--- src/rtl/uart_seq_pkg.sv ---
// -----------------------------------------------------------------------------
// uart_seq_pkg
// Shared definitions for the UART operand sequencer:
//   - seq_state_t : 3-bit FSM state encoding (IDLE, GET_B, SETTLE, SEND_SUM,
//                   SEND_FLAGS)
//   - FLAG_*_BIT  : bit positions inside the optional flags byte
//   - CLK_FREQ_HZ : board clock, used to derive the default inter-byte timeout
// -----------------------------------------------------------------------------
package uart_seq_pkg;

    typedef enum logic [2:0] {
        IDLE       = 3'd0,
        GET_B      = 3'd1,
        SETTLE     = 3'd2,
        SEND_SUM   = 3'd3,
        SEND_FLAGS = 3'd4
    } seq_state_t;

    // Flags byte layout (bits 7:3 are always zero)
    localparam int FLAG_CARRY_BIT   = 0;
    localparam int FLAG_ZERO_BIT    = 1;
    localparam int FLAG_TIMEOUT_BIT = 2;

    // iCE40 debugger board clock; the default timeout is 100 ms of it
    localparam int CLK_FREQ_HZ     = 12000000;
    localparam int TIMEOUT_DEFAULT = CLK_FREQ_HZ / 10;

endpackage

--- src/rtl/uart_seq_timer.sv ---
// -----------------------------------------------------------------------------
// uart_seq_timer
// Loadable down-counter with a terminal-count strobe. The counter stops at
// zero; tc is high whenever the count is zero.
//
// Ports:
//   clk        in  : clock
//   rst        in  : synchronous active-high reset (count -> 0)
//   load       in  : load load_value (has priority over dec)
//   load_value in  : value to load
//   dec        in  : decrement by one when non-zero
//   tc         out : terminal count, high while count == 0
// -----------------------------------------------------------------------------
module uart_seq_timer #(
    parameter int WIDTH = 4
) (
    input  logic             clk,
    input  logic             rst,
    input  logic             load,
    input  logic [WIDTH-1:0] load_value,
    input  logic             dec,
    output logic             tc
);

    logic [WIDTH-1:0] count;

    always_ff @(posedge clk) begin
        if (rst) begin
            count <= '0;
        end else if (load) begin
            count <= load_value;
        end else if (dec && (count != '0)) begin
            count <= count - WIDTH'(1);
        end
    end

    assign tc = (count == '0);

endmodule

--- src/rtl/uart_op_sequencer.sv ---
// -----------------------------------------------------------------------------
// uart_op_sequencer
// Sequences the UART-fed adder on the iCE40 debugger: collects operand A and
// operand B from the UART receiver, holds them on the external LUT/carry adder
// for SETTLE_CYCLES, captures {carry, sum}, and sends the sum byte (plus an
// optional flags byte) to the UART transmitter over valid/ready.
// Only one frame is in flight; bytes arriving while a frame is being settled
// or sent are dropped and reported on err_overrun. A missing operand B
// abandons the frame after TIMEOUT_CYCLES idle cycles (err_timeout).
//
// Build option:
//   UART_SEQ_FLAGS_BYTE_EN - when defined, a flags byte follows every sum byte:
//                            bit0 carry, bit1 sum==0, bit2 timeout occurred
//                            since the previous flags byte (sticky).
//
// Ports:
//   iCE_CLK     in  : system clock
//   RST         in  : synchronous active-high reset
//   rx_valid    in  : one-cycle strobe, rx_byte valid
//   rx_byte     in  : received byte (low OP_WIDTH bits used as operand)
//   op_a, op_b  out : adder operands, held between captures
//   op_sum      in  : adder sum
//   op_cout     in  : adder carry out
//   tx_valid    out : tx_byte valid
//   tx_ready    in  : transmitter accepts a byte
//   tx_byte     out : byte to transmit
//   busy        out : high whenever the FSM is not IDLE
//   err_timeout out : one-cycle pulse when a frame is abandoned
//   err_overrun out : one-cycle pulse when an rx byte is dropped
// -----------------------------------------------------------------------------
module uart_op_sequencer
    import uart_seq_pkg::*;
#(
    parameter int OP_WIDTH       = 8,
    parameter int SETTLE_CYCLES  = 2,
    parameter int TIMEOUT_CYCLES = TIMEOUT_DEFAULT
) (
    input  logic                iCE_CLK,
    input  logic                RST,
    input  logic                rx_valid,
    input  logic [7:0]          rx_byte,
    output logic [OP_WIDTH-1:0] op_a,
    output logic [OP_WIDTH-1:0] op_b,
    input  logic [OP_WIDTH-1:0] op_sum,
    input  logic                op_cout,
    output logic                tx_valid,
    input  logic                tx_ready,
    output logic [7:0]          tx_byte,
    output logic                busy,
    output logic                err_timeout,
    output logic                err_overrun
);

    localparam int TMO_W = $clog2(TIMEOUT_CYCLES + 1);
    localparam int SET_W = 4;

    // Timers are loaded with N-1 so tc lands on the Nth cycle of the wait.
    localparam logic [TMO_W-1:0] TMO_LOAD = TMO_W'(TIMEOUT_CYCLES - 1);
    localparam logic [SET_W-1:0] SET_LOAD = SET_W'(SETTLE_CYCLES - 1);

    seq_state_t state;
    seq_state_t state_next;

    logic [OP_WIDTH:0] result;     // {carry, sum}

    logic capture_a;
    logic capture_b;
    logic capture_result;
    logic tmo_load;
    logic tmo_dec;
    logic tmo_tc;
    logic set_load;
    logic set_dec;
    logic set_tc;
    logic timeout_fire;
    logic overrun;
    logic tx_fire;

`ifdef UART_SEQ_FLAGS_BYTE_EN
    logic       flags_sent;
    logic       tmo_sticky;
    logic [7:0] flags_byte;
`else
    // Carry is consumed only by the flags byte; in this build it is dropped.
    logic carry_unused;
    assign carry_unused = result[OP_WIDTH];
`endif

    function automatic logic [7:0] zext8(input logic [OP_WIDTH-1:0] v);
        logic [7:0] b;
        b = '0;
        b[OP_WIDTH-1:0] = v;
        return b;
    endfunction

    uart_seq_timer #(.WIDTH(TMO_W)) u_timeout_timer (
        .clk        (iCE_CLK),
        .rst        (RST),
        .load       (tmo_load),
        .load_value (TMO_LOAD),
        .dec        (tmo_dec),
        .tc         (tmo_tc)
    );

    uart_seq_timer #(.WIDTH(SET_W)) u_settle_timer (
        .clk        (iCE_CLK),
        .rst        (RST),
        .load       (set_load),
        .load_value (SET_LOAD),
        .dec        (set_dec),
        .tc         (set_tc)
    );

    // tx_valid is decoded from the state register only, so it can never
    // depend combinationally on tx_ready.
    assign tx_valid = (state == SEND_SUM) || (state == SEND_FLAGS);
    assign busy     = (state != IDLE);
    assign tx_fire  = tx_valid && tx_ready;

    always_ff @(posedge iCE_CLK) begin
        if (RST) begin
            state <= IDLE;
        end else begin
            state <= state_next;
        end
    end

    always_comb begin
        state_next     = state;
        capture_a      = 1'b0;
        capture_b      = 1'b0;
        capture_result = 1'b0;
        tmo_load       = 1'b0;
        tmo_dec        = 1'b0;
        set_load       = 1'b0;
        set_dec        = 1'b0;
        timeout_fire   = 1'b0;
        overrun        = 1'b0;
`ifdef UART_SEQ_FLAGS_BYTE_EN
        flags_sent     = 1'b0;
`endif
        case (state)
            IDLE: begin
                if (rx_valid) begin
                    capture_a  = 1'b1;
                    tmo_load   = 1'b1;
                    state_next = GET_B;
                end
            end
            GET_B: begin
                // A byte arriving on the timeout cycle still completes the frame.
                if (rx_valid) begin
                    capture_b  = 1'b1;
                    set_load   = 1'b1;
                    state_next = SETTLE;
                end else if (tmo_tc) begin
                    timeout_fire = 1'b1;
                    state_next   = IDLE;
                end else begin
                    tmo_dec = 1'b1;
                end
            end
            SETTLE: begin
                overrun = rx_valid;
                if (set_tc) begin
                    capture_result = 1'b1;
                    state_next     = SEND_SUM;
                end else begin
                    set_dec = 1'b1;
                end
            end
            SEND_SUM: begin
                overrun = rx_valid;
                if (tx_fire) begin
`ifdef UART_SEQ_FLAGS_BYTE_EN
                    state_next = SEND_FLAGS;
`else
                    state_next = IDLE;
`endif
                end
            end
            SEND_FLAGS: begin
`ifdef UART_SEQ_FLAGS_BYTE_EN
                overrun = rx_valid;
                if (tx_fire) begin
                    flags_sent = 1'b1;
                    state_next = IDLE;
                end
`else
                state_next = IDLE;
`endif
            end
            default: begin
                state_next = IDLE;
            end
        endcase
    end

    // Operands only change on a capture, so they stay put through SETTLE/SEND.
    always_ff @(posedge iCE_CLK) begin
        if (RST) begin
            op_a   <= '0;
            op_b   <= '0;
            result <= '0;
        end else begin
            if (capture_a) begin
                op_a <= rx_byte[OP_WIDTH-1:0];
            end
            if (capture_b) begin
                op_b <= rx_byte[OP_WIDTH-1:0];
            end
            if (capture_result) begin
                result <= {op_cout, op_sum};
            end
        end
    end

    always_ff @(posedge iCE_CLK) begin
        if (RST) begin
            err_timeout <= 1'b0;
            err_overrun <= 1'b0;
        end else begin
            err_timeout <= timeout_fire;
            err_overrun <= overrun;
        end
    end

`ifdef UART_SEQ_FLAGS_BYTE_EN
    always_ff @(posedge iCE_CLK) begin
        if (RST) begin
            tmo_sticky <= 1'b0;
        end else if (timeout_fire) begin
            tmo_sticky <= 1'b1;
        end else if (flags_sent) begin
            tmo_sticky <= 1'b0;
        end
    end

    always_comb begin
        flags_byte                   = '0;
        flags_byte[FLAG_CARRY_BIT]   = result[OP_WIDTH];
        flags_byte[FLAG_ZERO_BIT]    = (result[OP_WIDTH-1:0] == '0);
        flags_byte[FLAG_TIMEOUT_BIT] = tmo_sticky;
    end
`endif

    always_comb begin
        tx_byte = '0;
        case (state)
            SEND_SUM:   tx_byte = zext8(result[OP_WIDTH-1:0]);
`ifdef UART_SEQ_FLAGS_BYTE_EN
            SEND_FLAGS: tx_byte = flags_byte;
`endif
            default:    tx_byte = '0;
        endcase
    end

endmodule
--- config.mk ---
export PLATFORM = sky130hd
export DESIGN_NAME = uart_op_sequencer
export DESIGN_NICKNAME = d
export VERILOG_FILES = /design/src/rtl/uart_seq_pkg.sv /design/src/rtl/uart_seq_timer.sv /design/src/rtl/uart_op_sequencer.sv
export SDC_FILE = /design/constraint.sdc
export NUM_CORES = 1
export LEC_CHECK = 0
export ABC_AREA = 1
export CORE_MARGIN = 2
export CORE_UTILIZATION = 52
export DETAILED_ROUTE_END_ITERATION = 8
export PLACE_DENSITY = 0.9
export SLEW_MARGIN = 20
export SYNTH_ARGS = -nofsm -noshare
export SYNTH_HDL_FRONTEND = slang
export SYNTH_SLANG_ARGS = --single-unit
export TNS_END_PERCENT = 1
--- constraint.sdc ---
create_clock -name iCE_CLK -period 1.6 [get_ports iCE_CLK]
set_clock_uncertainty 0.05 [all_clocks]
set_input_delay 0.16 -clock iCE_CLK [delete_from_list [all_inputs] [get_ports iCE_CLK]]
set_output_delay 0.16 -clock iCE_CLK [all_outputs]
set_load 0.02 [all_outputs]
# == After elaboration in Yosys (flattened, before gate mapping) ==
# Cells that the tools add are included.
# classes
add_sub_neg,2
eq_ne,8
mux,22
bitwise_logic,2
n_reduce_logical,18
# ops
operator,count
two-way mux 21 bit,2
zero test 21 bit,1
nonzero test 21 bit,1
"subtractor 21 x 1 -> 21 bit, second input constant",1
two-way mux 3 bit,5
two-way mux 1 bit,13
one-hot mux 3 bit (4 select lines),1
two-way mux 8 bit,1
OR reduction 2 bit,4
"== test 3 x 2 -> 1 bit, second input constant",2
"inequality test 2 bit, second input constant",3
zero test 4 bit,1
AND reduction 4 bit,1
nonzero test 2 bit,2
nonzero test 4 bit,1
"subtractor 4 x 1 -> 4 bit, second input constant",1
"== test 3 x 1 -> 1 bit, second input constant",1
"== test 3 bit, second input constant",1
logical AND 1 bit,3
zero test 3 bit,1
"inequality test 3 bit, second input constant",1
nonzero test 3 bit,1
OR reduction 3 bit,1
inverter 1 bit,2
logical OR 1 bit,1
# totals
reg_bits,54
in_bits,21
elab_cells,62

# == Longest topological paths before layout ==
# Gate-level depths: netlist (run 1).
# logic_depth
word_depth,7
depth_mapped,11
mapped_depth_nobuf,11

# == Hierarchy ==
# Synthesis (run 1) repeated with hierarchy kept, for this count alone.
# hier_totals
hier_cells,475
hier_area_um2,3030.4
# modules_own_cells
module,instances,cells_per_inst,area_each_um2
uart_seq_timer (u_timeout_timer),1,284,1656.6
uart_op_sequencer,1,150,1099.8
uart_seq_timer (u_settle_timer),1,41,274.0

# == Worst setup path before layout (run 1) ==
# No wires, ideal clock.
# synth_timing
path_type,register -> register
start,reg u_timeout_timer.count[0]
end,reg u_timeout_timer.count[14]
setup_ns,0.132
arrival_time_ns,1.308
required_ns,1.418
slack_ns,0.110
path_stages_with_launch,11
n_path_buf,1
period_less_slack_ns,1.490
cell_sequence,dfxtp_1 > inv_1 > ha_1 > nand2_1 > nor2_2 > nand3_4 > nand2_8 > buf_8 > nor2_1 > nor2_1 > a21oi_1
# synth_via
elab_chain_len,6
word_cells_on_any_way,10
cone_classes,add/sub (1); mux (5); reduce/logical (4)
# synth_rtl
element,line,source
from (decl),uart_seq_timer.sv:25,logic [WIDTH-1:0] count;
from (signal assigned),uart_seq_timer.sv:31,count <= load_value;
from (signal assigned),uart_seq_timer.sv:33,count <= count - WIDTH'(1);
"parallel branches: the longest is 6 deep, another holds subtractor 21 x 1 -> 21 bit",--,
# Parallel ways; which one is timed is not known. The select of a mux whose other input is x is not followed.
# A chain may end at the register's enable or synchronous reset.

# == Final worst setup path (run 1) ==
# layout_timing
start,reg u_timeout_timer.count[11]
end,reg u_timeout_timer.count[5]
# layout_via
elab_chain_len,6
word_cells_on_any_way,7
cone_classes,mux (3); reduce/logical (4)
# layout_rtl
element,line,source
zero test 21 bit,uart_seq_timer.sv:37,assign tc = (count == '0);
two-way mux 1 bit,uart_op_sequencer.sv:156,end else if (tmo_tc) begin
two-way mux 1 bit,uart_op_sequencer.sv:152,if (rx_valid) begin
two-way mux 1 bit,uart_op_sequencer.sv:142,case (state)
logical AND 1 bit (*),uart_seq_timer.sv:32,end else if (dec && (count != '0)) begin
nonzero test 2 bit (no line) (*),--,
# Every way passes the cells marked *; elsewhere a longest branch is shown, timed or not.

==> key figures, run 1 <==
Placed design
  • Placement Setup Slack: -0.0988 ns
  • Port Buffers: 47
  • Detailed Place HPWL: between 4000 and 5000 um
  • Dpl cells: 520
  • Gp weighted congestion: roughly 0.89

Yosys
  • Ranking of synthesized cells by area: dfxtp_1 40%, nand2_1 9.9%, nor2_1 9.5%
  • Post-Synthesis Cell Area: 0.00268 mm2
  • Syn nets: ~420
  • Synth Register Bits: 53
  • Yosys warns: 0
  • Mapped Cells: 395
  • Yosys top cell area share: 0.396
  • Yosys cell types: 29
  • Synth area leader: dfxtp_1
  • Post-synthesis sequential area ratio: 0.396
  • Syn_area_per_cell: roughly 6.8 um2

Timing
  • Final worst-path cycle share: 1.00
  • RSZ-0062 raised after global routing: yes
  • Final Hold Viols: 0
  • Min Tclk post-route: roughly 1.6 ns
  • Final setup viols: 1
  • Worst-margin pin slew: around 0.30 ns
  • PnR worst setup slack: -0.00133 ns
  • Final slew viol count: 0
  • Slew headroom: 0.802
  • Fmax: between 0.6 and 0.7 GHz

Layout
  • Non-filler cells in the finished layout: 541
  • Area growth syn-to-layout: 36.7%
  • ANT cells: 0
  • # nets final: a little under 500
  • Commonest non-fill, non-tap cells in the layout: 66 x nand2_1, 60 x nor2_1, 52 x inv_1
  • Post-Route Utilization: 0.727
  • Share of layout cells above drive strength 1: 0.200
  • Commonest non-fill, non-tap cell in the layout: nand2_1

Worst hold path
  • Hold Crit Start: rx_byte[4]
  • Hold crit path type: input port to register

Worst setup path
  • Crit end category: register
  • Most numerous cell on the critical path: nor2_1
  • CP delay by family, top: simple AND/OR/NAND/NOR gates
  • Worst setup SP type: register
  • Cell Chain, Critical Path: nor2_2 -> nand2_2 -> nor2_4 -> nand3_4 -> nand2_8 -> buf_12 -> buf_6 -> o21ai_2 -> nor2_1 -> nor2_1
  • Worst Path Buf+Inv: 2
  • Crit-path max FO: 7
  • Crit path DAT: approximately 1.8 ns
  • Critical Path RT: ~1.8 ns
  • Max incr delay on CP: around 0.35 ns
  • CP max stage cell: dfxtp_2
  • Worst Path Class, Setup: register to register
  • Worst setup path start: u_timeout_timer.count[11]$_SDFFE_PP0P_
  • Flop-to-flop setup slack: -0.001 ns
  • R2R Path Start: u_timeout_timer.count[11]$_SDFFE_PP0P_

Global routing
  • Initial antenna violation count: 0
  • Vias in the first global route: approximately 2,500
  • Total gr overflow: 0
  • GRT Total Usage: 0.232
  • First-pass GRT wire length: 10,300 um
  • Maximum number of pins on one net before global-route repair: 23

Detailed routing
  • Via/cell ratio: 5.12
  • Iter 0 DRT Violations: roughly 170
  • Post-route ant nets: 0
  • DRC: 0
  • DR pass1 iterations: 4
  • Final WL: a little under 7000 um
  • DR vias: about 2,800
  • Routed wire per std cell: approximately 13 um

CTS
  • CTS sink count: 53
  • Worst-path clk slew: roughly 0.1 ns
  • CTS tree: done
  • CTS H-tree lvls: 2
  • Clock network latency to the later pin of the worst-skew pair: 0.31 ns
  • Bufs on Longest Clock Path: 2
  • Root buf cell: clkbuf_8
  • CTS Buf Count: 5

Power
  • Leakage: between 1.5 and 2 nW
  • Maximum VDD drop: 0.586 mV
  • PwrDens: 1010 mW/mm2
  • Power, Total: around 0.0037 W

Die
  • Rows: 26
  • Die Width: between 70 and 80 um
  • Starting Density: 0.532
  • Core Area: between 0.005 and 0.006 mm2
  • Die area: ~0.0057 mm2
  • Top Ports: 49
  • Die Span Y: roughly 76 um

Status
  • Violated checks: negative setup slack
  • Status: finished, violations left

Flow run
  • Max Cap Viol: 0
[synthesized netlist by cell type]
cell,instances
xor2_1,7
nand2_4,1
inv_2,1
inv_1,58
clkinv_4,1
a31oi_1,1
nand3_1,33
o21ai_1,5
dfxtp_1,53
o21ai_0,19
nand3_4,1
a211oi_1,1
or2_0,1
buf_4,1
nand2_2,1
xnor2_1,3
nor3b_1,1
ha_1,3
nand2_1,71
nand4_1,7
nor2_2,5
clkbuf_1,5
nor3_1,7
nor2_1,68
a21oi_1,31
nor2_4,3
buf_8,2
buf_2,4
nand2_8,1
[power breakdown]
part / internal [W] / switching (W)
Clock: 0.000464 / 0.000452
Sequential: 0.00145 / 0.000108
Combinational: 0.000518 / 0.000714
Total: 0.00243 / 0.00127
[flip-flops by register name, summed over array words and instances, names as in the netlist]
signal                 count
u_timeout_timer.count     21
u_settle_timer.count       4
op_a                       8
err_overrun                1
result                     8
state                      2
err_timeout                1
op_b                       8
[layer usage]
metal	wire length [um]	vias to the layer above	GRT usage	part of all wire
met2	3530	94	0.411	0.51
met5	0	-	0	0
li1	-	1396	-	-
met3	405	13	0.0635	0.059
met4	119	0	0.0760	0.017
met1	2840	1267	0.268	0.41
[cell type report]
class                      instances  area, um2
clock buffer                       5       68.8
multi-input combinational        271       1420
inverter                          60        236
tap                               70       87.6
sequential                        53       1080
timing repair buffer              80        734
fill                             378       1380
clock inverter                     2       38.8
[stage by stage]
step | setup TNS (ns) | area, um2 | hold WS [ns]
after floorplan | 0 | 2680 | 0.189
after global placement | -0.478 | 3340 | 0.390
after detailed placement | -1.05 | 3340 | 0.397
after CTS | -0.0257 | 3440 | 0.396
after global routing | -0.559 | 3670 | 0.421
final | -0.00133 | 3670 | 0.406
[worst reg2reg max path, cell delays in order (launching register included)]
cell and delay (ns):
dfxtp_2 0.35, nor2_2 0.16, nand2_2 0.11, nor2_4 0.15, nand3_4 0.13, nand2_8 0.12, buf_12 0.12, buf_6 0.10
o21ai_2 0.04, nor2_1 0.11, nor2_1 0.05
[timing repair]
| item | CTS | global route |
|---|---|---|
| pin swaps | 1 | 18 |
| cloned | 0 | 1 |
| setup buffers | 0 | 13 |
| gates resized for setup | 13 | 46 |
| endpoints found under the setup margin | 17 | 34 |
| hold buffers | 0 | 0 |
[kinds of logic after synthesis]
group	share of synthesized area
and+or+nand+nor	0.336
xor gates and xnor gates	0.0327
DFF	0.396
adders and majority gates	0.0140
AOI/OAI and AO/OA	0.108
buffers and inverters	0.114
[path summary, 6_finish.rpt]
kind / to / cells past startpoint
max: u_timeout_timer.count[5]$_SDFFE_PP0P_ / 10
min: op_a[4]$_SDFFE_PP0P_ / 3
max reg2reg: u_timeout_timer.count[5]$_SDFFE_PP0P_ / 10
min reg2reg: result[2]$_SDFFE_PP0P_ / 2
No activity file was read; power rests on OpenSTA's default activity.
==> run 2, diff against run 1 <==
--- a/config.mk
+++ b/config.mk
@@ -6,7 +6,7 @@
 export NUM_CORES = 1
 export LEC_CHECK = 0
 export ABC_AREA = 1
-export CORE_MARGIN = 2
+export CAP_MARGIN = 20
 export CORE_UTILIZATION = 52
 export DETAILED_ROUTE_END_ITERATION = 8
 export PLACE_DENSITY = 0.9
==> run 2 against run 1 <==
  * The flow still finishes with violations (negative setup slack)
  * Register-to-register slack worse by 0.12 ns
  * Worst setup slack worse by 0.12 ns
  * Via count is 5.5% higher
  * Combinational power up 8%
  * Cell area grew 0.82%
==> key figures, run 2 (same netlist as run 1, synthesis figures left out) <==
Status
  • Status: finished, violations left
  • Violated checks: negative setup slack

Global routing
  • GRT Total Usage: 0.277 (+0.0451)
  • First-pass GRT wire length: 11,500 um (+11%)
  • Initial antenna violation count: 0 (unchanged)
  • Maximum number of pins on one net before global-route repair: 17 (-26%)
  • Vias in the first global route: 2,702 (+10%)
  • Total gr overflow: 0 (unchanged)

CTS
  • Bufs on Longest Clock Path: 2 (unchanged)
  • Root buf cell: clkbuf_8
  • Hold buffers post-CTS: 0 (unchanged)
  • CTS sink count: 53 (unchanged)
  • Clock network latency to the later pin of the worst-skew pair: 0.31 ns (about the same)
  • CTS Buf Count: 5 (unchanged)
  • CTS tree: done
  • CTS H-tree lvls: 2 (unchanged)
  • Worst-path clk slew: 0.10 ns (about the same)

Die
  • Die Width: 73.8 um (-2.6%)
  • Rows: 25 (-3.8%)
  • Die area: 0.00545 mm2 (-5.2%)
  • Top Ports: 49 (unchanged)
  • Starting Density: 0.553 (+0.0213)
  • Core Area: 0.00485 mm2 (-3.8%)
  • Die Span Y: 73.8 um (-2.6%)

Timing
  • Worst-margin pin slew: 0.382 ns (+0.0854 ns)
  • Final slew viol count: 0 (unchanged)
  • Fmax: 0.581 GHz (-6.9%)
  • Final Hold Viols: 0 (unchanged)
  • Slew headroom: 0.745 (-0.0570)
  • PnR worst setup slack: -0.121 ns (-0.119 ns)
  • Min Tclk post-route: 1.72 ns (+0.119 ns)
  • RSZ-0062 raised after global routing: yes
  • Final worst-path cycle share: 1.08 (+0.0746)
  • Final setup viols: 7 (+6)

Layout
  • Commonest non-fill, non-tap cells in the layout: 66 x nand2_1, 53 x nor2_1, 52 x inv_1
  • # nets final: 500 (+1.0%)
  • Max FFs per register: 21 (unchanged)
  • Area growth syn-to-layout: 37.8%
  • Largest reg by FF count: u_timeout_timer.count
  • Commonest non-fill, non-tap cell in the layout: nand2_1
  • ANT cells: 0 (unchanged)
  • Share of layout cells above drive strength 1: 0.233 (+0.0336)

Worst setup path
  • Crit end category: register
  • CP max stage cell: dfxtp_2
  • Worst Path Class, Setup: register to register
  • Worst Path Buf+Inv: 2 (unchanged)
  • Max incr delay on CP: 0.36 ns (about the same)
  • Crit-path max FO: 6 (-1)
  • Flop-to-flop setup slack: -0.12 ns (-0.12 ns)
  • Most numerous cell on the critical path: nand2_2
  • Critical Path RT: 1.76 ns (about the same)
  • Worst setup SP type: register
  • Crit path DAT: 1.88 ns (+0.12 ns)
  • Cell Chain, Critical Path: nor2_2 -> nand2_2 -> nor2_4 -> nand3_4 -> nand2_8 -> clkinvlp_4 -> nand2_2 -> nand3_2 -> nand2_2 -> inv_1
  • CP delay by family, top: simple AND/OR/NAND/NOR gates

Power
  • PwrDens: 1030 mW/mm2 (+1.9%)
  • Power, Total: 0.00381 W (+2.7%)
  • Leakage: 1.61 nW (+0.37%)
  • Maximum VDD drop: 0.691 mV (+18%)

Detailed routing
  • Final WL: 8010 um (+16%)
  • Metal1 wirelength: 3060 um (+7.7%)
  • Post-route ant nets: 0 (unchanged)
  • Top sig layer: met4
  • Iter 0 DRT Violations: 192 (+16%)
  • DR pass1 iterations: 4 (unchanged)
  • DRC: 0 (unchanged)
  • Via/cell ratio: 5.38 (+5.1%)
  • Routed wire per std cell: 14.8 um (+16%)
  • DR vias: 2,921 (+5.5%)
  • DR WL met2: 4140 um (+17%)
  • Met3 WL: 411 um (+1.5%)

Placed design
  • Placement Setup Slack: -0.106 ns (-0.00754 ns)
  • Detailed Place HPWL: 5160 um (+8.8%)
  • Port Buffers: 47 (unchanged)
  • Gp weighted congestion: 0.891 (-0.38%)

Flow run
  • Max Cap Viol: 0 (unchanged)

Worst hold path
  • Hold crit path type: register to register
-- run 2: repair_timing --
action | 4_1_cts | 5_1_grt
setup endpoints to repair | 23 | 38
resized for setup | 14 | 69
buffers inserted | 0 | 12
pin swaps | 0 | 15
gates cloned | 0 | 1
-- run 2: worst reg2reg max path: stages (launching register included) --
cell,delay [ns]
dfxtp_2,0.36
nor2_2,0.17
nand2_2,0.10
nor2_4,0.15
nand3_4,0.15
nand2_8,0.15
clkinvlp_4,0.15
nand2_2,0.10
nand3_2,0.10
nand2_2,0.10
inv_1,0.05
-- run 2: worst paths after layout --
kind | from | to | depth (start not counted)
max | u_timeout_timer.count[11]$_SDFFE_PP0P_ | u_timeout_timer.count[8]$_SDFFE_PP0P_ | 10
min reg2reg | result[4]$_SDFFE_PP0P_ | result[4]$_SDFFE_PP0P_ | 2
min | result[4]$_SDFFE_PP0P_ | result[4]$_SDFFE_PP0P_ | 2
max reg2reg | u_timeout_timer.count[11]$_SDFFE_PP0P_ | u_timeout_timer.count[8]$_SDFFE_PP0P_ | 10
-- run 2: area by class of cell --
type	instances	area, um2
Multi-Input combinational cell	271	1440
Fill cell	334	1150
Sequential cell	53	1080
Timing Repair Buffer	85	751
Inverter	60	236
Tap cell	67	83.8
Clock buffer	5	68.8
Clock inverter	2	38.8
-- run 2: metrics by stage --
stage	hold slack [ns]	area [um2]	cells	util	setup TNS [ns]
global placement	0.391	3370	523	0.694	-0.00238
detailed placement	0.395	3370	523	0.694	-0.566
CTS	0.404	3470	530	0.716	-0.0246
global route	0.421	3700	543	0.762	-1.75
finish	0.410	3700	543	0.762	-0.412
floorplan	0.189	2680	395	-	0
-- run 2: report_power, final --
group	switching [W]	internal, W
Combinational	0.000782	0.000544
Clock	0.000457	0.000464
Sequential	0.000109	0.00145
-- run 2: routing by layer --
| layer | vias to the layer above | track usage |
|---|---|---|
| li1 | 1415 | - |
| met1 | 1358 | 0.292 |
| met2 | 106 | 0.511 |
| met3 | 42 | 0.0631 |
| met4 | 0 | 0.137 |
| met5 | - | 0 |
